--- src/rtl/mux4_arb_pkg.sv ---
// Shared constants and state type for the 4-way round-robin mux arbiter.
package mux4_arb_pkg;
  localparam int NUM_REQ    = 4;
  localparam int SEL_W      = 2;
  localparam int HOLD_CNT_W = 8;

  localparam logic ST_IDLE  = 1'b0;
  localparam logic ST_GRANT = 1'b1;

  typedef enum logic {
    IDLE  = ST_IDLE,
    GRANT = ST_GRANT
  } arb_state_e;
endpackage

--- src/rtl/rr_pick4.sv ---
// Combinational rotating-priority picker: first set req bit at ptr, ptr+1, ... (mod 4).
module rr_pick4
  import mux4_arb_pkg::*;
(
  input  logic [NUM_REQ-1:0] req,
  input  logic [SEL_W-1:0]   ptr,
  output logic               any,
  output logic [SEL_W-1:0]   idx
);

  // Walk from the farthest offset back to ptr so the nearest set bit wins.
  always_comb begin
    any = 1'b0;
    idx = ptr;
    for (int k = NUM_REQ - 1; k >= 0; k--) begin
      if (req[ptr + SEL_W'(k)]) begin
        any = 1'b1;
        idx = ptr + SEL_W'(k);
      end
    end
  end

endmodule

--- src/rtl/mux4_rr_arbiter.sv ---
// Round-robin arbiter driving the s1/s0 selects of a shared 4:1 mux.
// Optional forced release after MAX_HOLD grant cycles when RR_ARB_TIMEOUT_EN is defined.
module mux4_rr_arbiter
  import mux4_arb_pkg::*;
#(
  parameter int MAX_HOLD  = 8,
  parameter int START_PTR = 0
) (
  input  logic               clk,
  input  logic               rst,
  input  logic [NUM_REQ-1:0] req,
  output logic [NUM_REQ-1:0] gnt,
  output logic               s1,
  output logic               s0,
  output logic               valid
);

  arb_state_e         state, state_n;
  logic [SEL_W-1:0]   ptr, ptr_n;
  logic [SEL_W-1:0]   sel, sel_n;
  logic [NUM_REQ-1:0] gnt_n;
  logic               valid_n;
  logic               pick_any;
  logic [SEL_W-1:0]   pick_idx;
  logic               timeout;

  rr_pick4 u_pick (
    .req (req),
    .ptr (ptr),
    .any (pick_any),
    .idx (pick_idx)
  );

`ifdef RR_ARB_TIMEOUT_EN
  logic [HOLD_CNT_W-1:0] hold;

  // Counts completed grant cycles; sitting at zero in IDLE gives a fresh count per grant.
  always_ff @(posedge clk) begin
    if (rst || state == IDLE) hold <= '0;
    else                      hold <= hold + 1'b1;
  end

  assign timeout = (state == GRANT) && ((hold + 1'b1) >= HOLD_CNT_W'(MAX_HOLD));
`else
  assign timeout = 1'b0;
`endif

  always_comb begin
    state_n = state;
    ptr_n   = ptr;
    sel_n   = sel;
    gnt_n   = gnt;
    valid_n = valid;
    case (state)
      IDLE: begin
        if (pick_any) begin
          state_n = GRANT;
          sel_n   = pick_idx;
          gnt_n   = NUM_REQ'(1) << pick_idx;
          valid_n = 1'b1;
        end
      end
      GRANT: begin
        // sel holds the owner index for the whole grant.
        if (!req[sel] || timeout) begin
          state_n = IDLE;
          gnt_n   = '0;
          valid_n = 1'b0;
          ptr_n   = sel + 1'b1;
        end
      end
      default: state_n = IDLE;
    endcase
  end

  always_ff @(posedge clk) begin
    if (rst) begin
      state <= IDLE;
      ptr   <= SEL_W'(START_PTR);
      sel   <= '0;
      gnt   <= '0;
      valid <= 1'b0;
    end else begin
      state <= state_n;
      ptr   <= ptr_n;
      sel   <= sel_n;
      gnt   <= gnt_n;
      valid <= valid_n;
    end
  end

  assign s1 = sel[1];
  assign s0 = sel[0];

endmodule

--- config.mk ---
export PLATFORM = sky130hd
export DESIGN_NAME = mux4_rr_arbiter
export DESIGN_NICKNAME = d
export VERILOG_FILES = /design/src/rtl/mux4_arb_pkg.sv /design/src/rtl/rr_pick4.sv /design/src/rtl/mux4_rr_arbiter.sv
export SDC_FILE = /design/constraint.sdc
export NUM_CORES = 1
export LEC_CHECK = 0
export ABC_CLOCK_PERIOD_IN_PS = 2200
export BUFFER_PORTS_ARGS = -buffer_cell sky130_fd_sc_hd__buf_2
export CAP_MARGIN = 20
export CORE_AREA = 2 2 39 41
export CTS_CLUSTER_SIZE = 24
export DETAILED_ROUTE_END_ITERATION = 8
export DIE_AREA = 0 0 41 43
export GPL_ROUTABILITY_DRIVEN = 0
export PLACE_DENSITY = 0.84
export SYNTH_ARGS = -nofsm -noshare
export SYNTH_HDL_FRONTEND = slang
export SYNTH_SLANG_ARGS = --single-unit
--- constraint.sdc ---
create_clock -name clk -period 2.2 [get_ports clk]
set_input_delay 0.11 -clock clk [delete_from_list [all_inputs] [get_ports clk]]
set_output_delay 0.11 -clock clk [all_outputs]
set_load 0.05 [all_outputs]
==> flow_summary.ini <==
[global_routing]
antenna_found_initial = 0
globalRouteOverflowTotal = 0
grt_pass1_wl_mm = 2.25
track_usage_pct = 19.5
grt_start_max_net_pins = 17
grt_pass1_vias = 503

[timing]
worst_pin_slew_ps = 473
fin_ws_ps = 836
relSlewSlack_pct = 68.4
whs_ps = 133
fin_skew_ps = 5.84
hold_violations = 0
fmax_mhz = 733
finalMaxSlewViolations = 0
grt_setup_unrepaired = false
post-route-period-util_pct = 62.0
setup_viol = 0
fin_setup_tns_ps = 0
period_needed_ps = 1360

[critical_path]
crit_chain = mux2_2, a2bb2oi_4, mux2i_1, nor2_1
critPathLaunch = sel[1]$_SDFFE_PP0P_
reg2reg_slack_ps = 840
worstSetupStartpointType = flip-flop
critPathCaptureType = flip-flop
crit_cells = 4
path_class = reg2reg
timing.rr.start = sel[1]$_SDFFE_PP0P_
path_delay_family = multiplexers
crit_slowest_cell = dfxtp_1
worstPathArrival_ps = 1520
crit_fanout = 8
crit_buf_inv = 0
r2r_end = ptr[1]$_SDFFE_PP0P_
crit_path_end = ptr[1]$_SDFFE_PP0P_
critical_path_required_ps = 2360
critPathMaxStageDelay_ps = 430
r2r_cells = 4

[clock_tree]
cts_hold_buf = 0
cts-root-buf = clkbuf_4
clkSinkCount = 10
clock_path_buffers = 2
cts_tree = done
cts.repair.resized = 0
cts_buffers = 3
htreeDepth = 1
post_cts_buffers = 0
insertion_delay_ps = 270
clkSlewWorstSetupHoldPaths_ps = 60

[status]
status = finished, final reports clean

[drt]
drt_first_iter_violations = 17
wirelength_mm = 1.38
vias = 642
drcViolationCount = 0
dr.pass1.iters = 4
wire_per_inst_um = 12.5
avgViaCountPerCell = 5.84
drtAntennaViolNets = 0

[min_path]
min_path_type = in2reg

[power]
peakVddDrop_v = 0.000434
switching_share_pct = 35.6
total_power_uw = 472
leakage_uw = 0.000287
pwr_density_cell_nw_per_um2 = 643
intPower_uw = 304
switchingPower_uw = 168
power.share.sequential_pct = 44.8
p_comb_share_pct = 28.6
pwr-share-clk_pct = 26.6

[synth]
synthCells = 87
synth_cell_types = 34
synth-seq-cells = 10
synth_top_area_share_pct = 29.4
synth_top_area_cell = dfxtp_1
yosysSeqAreaShare_pct = 29.4
synth-warning-count = 0
synthTopCellsByArea = dfxtp_1 (29%), nor2b_1 (5.5%), a21oi_1 (5.1%)
syn_avg_cell_area_um2 = 7.84
synth_area_um2 = 682
syn_nets = 93

[floorplanning]
die_w_um = 41
die_area_um2 = 1760
die_h_um = 43
start_util_pct = 49.3
rows = 14
io_pins = 13
core_um2 = 1380

[place]
place.port_buffers = 12
hpwlAfterDp_mm = 1.01
dp_slack_ps = 853

[cells_and_area]
layout_commonest_cell = buf_2
syn2layout_area_growth_pct = 7.71
drive_gt1_share_pct = 20.2
final_nets = 102
mostFrequentLayoutCells = buf_2 (12), dfxtp_1 (10), nand2_1 (9)
num_antenna_cells = 0

[run]
cap_violations = 0
-- per-layer routing --
layer / global-route usage [%] / wire (µm)
met4: 10.0 / 38
met3: 7.85 / 91
met2: 26.3 / 613
met1: 25.9 / 635
met5: 0 / 0
-- worst register-to-register path: stages (launching register included) --
cell       delay (ps)
dfxtp_1           430
mux2_2            400
a2bb2oi_4         210
mux2i_1           170
nor2_1             50
-- state kept, by name, indices dropped and copies added, names as in the netlist --
| name | flops |
|---|---|
| ptr | 2 |
| state | 1 |
| valid | 1 |
| sel | 2 |
| gnt | 4 |
-- per-stage QoR --
step	cells	instance area (µm²)	util, %
detailed placement	107	712	51.4
global placement	107	712	51.4
global route	110	734	53.1
floorplan	87	682	-
CTS	110	734	53.1
finish	110	734	53.1
-- power by group through the flow --
stage / combinational (µW) / sequential (µW) / clock [µW]
finish: 135 / 212 / 126
global placement: 134 / 215 / 0
global route: 147 / 214 / 144
detailed placement: 135 / 216 / 0
CTS: 135 / 212 / 128
floorplan: 86.1 / 242 / 0
-- cell usage after synthesis --
master	instances
o31ai_1	2
o21bai_1	1
nand3_1	4
nor3b_1	2
o21ai_0	6
xor2_1	1
clkbuf_1	1
o311ai_0	1
nor2b_1	6
nand3b_1	1
nand2_1	9
and3b_1	1
mux2i_1	2
buf_4	2
mux2_2	1
inv_1	1
nand4b_1	1
or2_1	1
or3b_1	1
a21boi_0	1
a211oi_1	1
dfxtp_1	10
a211o_1	1
nor2_1	7
buf_6	1
nor3_1	4
buf_2	4
nand2b_1	1
o22ai_1	1
a2bb2oi_4	1
nor4_2	1
o211ai_1	2
a21oi_1	7
a21oi_2	1
-- cell type report --
class	count	area, µm²
well taps	16	20.0
repair buffers	12	60.1
clock buffers	3	22.5
flip-flops and latches	10	200
inverters	1	3.75
multi-input cells	68	428
fillers	135	649
-- cell families (layout without fill, tap and decap cells) --
| family | after synthesis | after routing | synth area share (%) |
|---|---|---|---|
| AND/OR/NAND/NOR | 39 | 39 | 31.0 |
| XOR/XNOR | 1 | 1 | 1.28 |
| AO/OA/AOI/OAI | 25 | 25 | 25.9 |
| multiplexers | 3 | 3 | 4.59 |
| flip-flops | 10 | 10 | 29.4 |
| buffers and inverters | 9 | 16 | 7.89 |
-- worst min-delay path by stage --
stage,end,startpoint,cells past startpoint
after floorplan,gnt[2]$_SDFFE_PP0P_,rst,2
after global placement,gnt[1]$_SDFFE_PP0P_,rst,2
after detailed placement,gnt[1]$_SDFFE_PP0P_,rst,2
after CTS,gnt[1]$_SDFFE_PP0P_,rst,2
after global routing,gnt[1]$_SDFFE_PP0P_,rst,2
final,gnt[1]$_SDFFE_PP0P_,rst,2
Power figures use the tool's default switching activity.
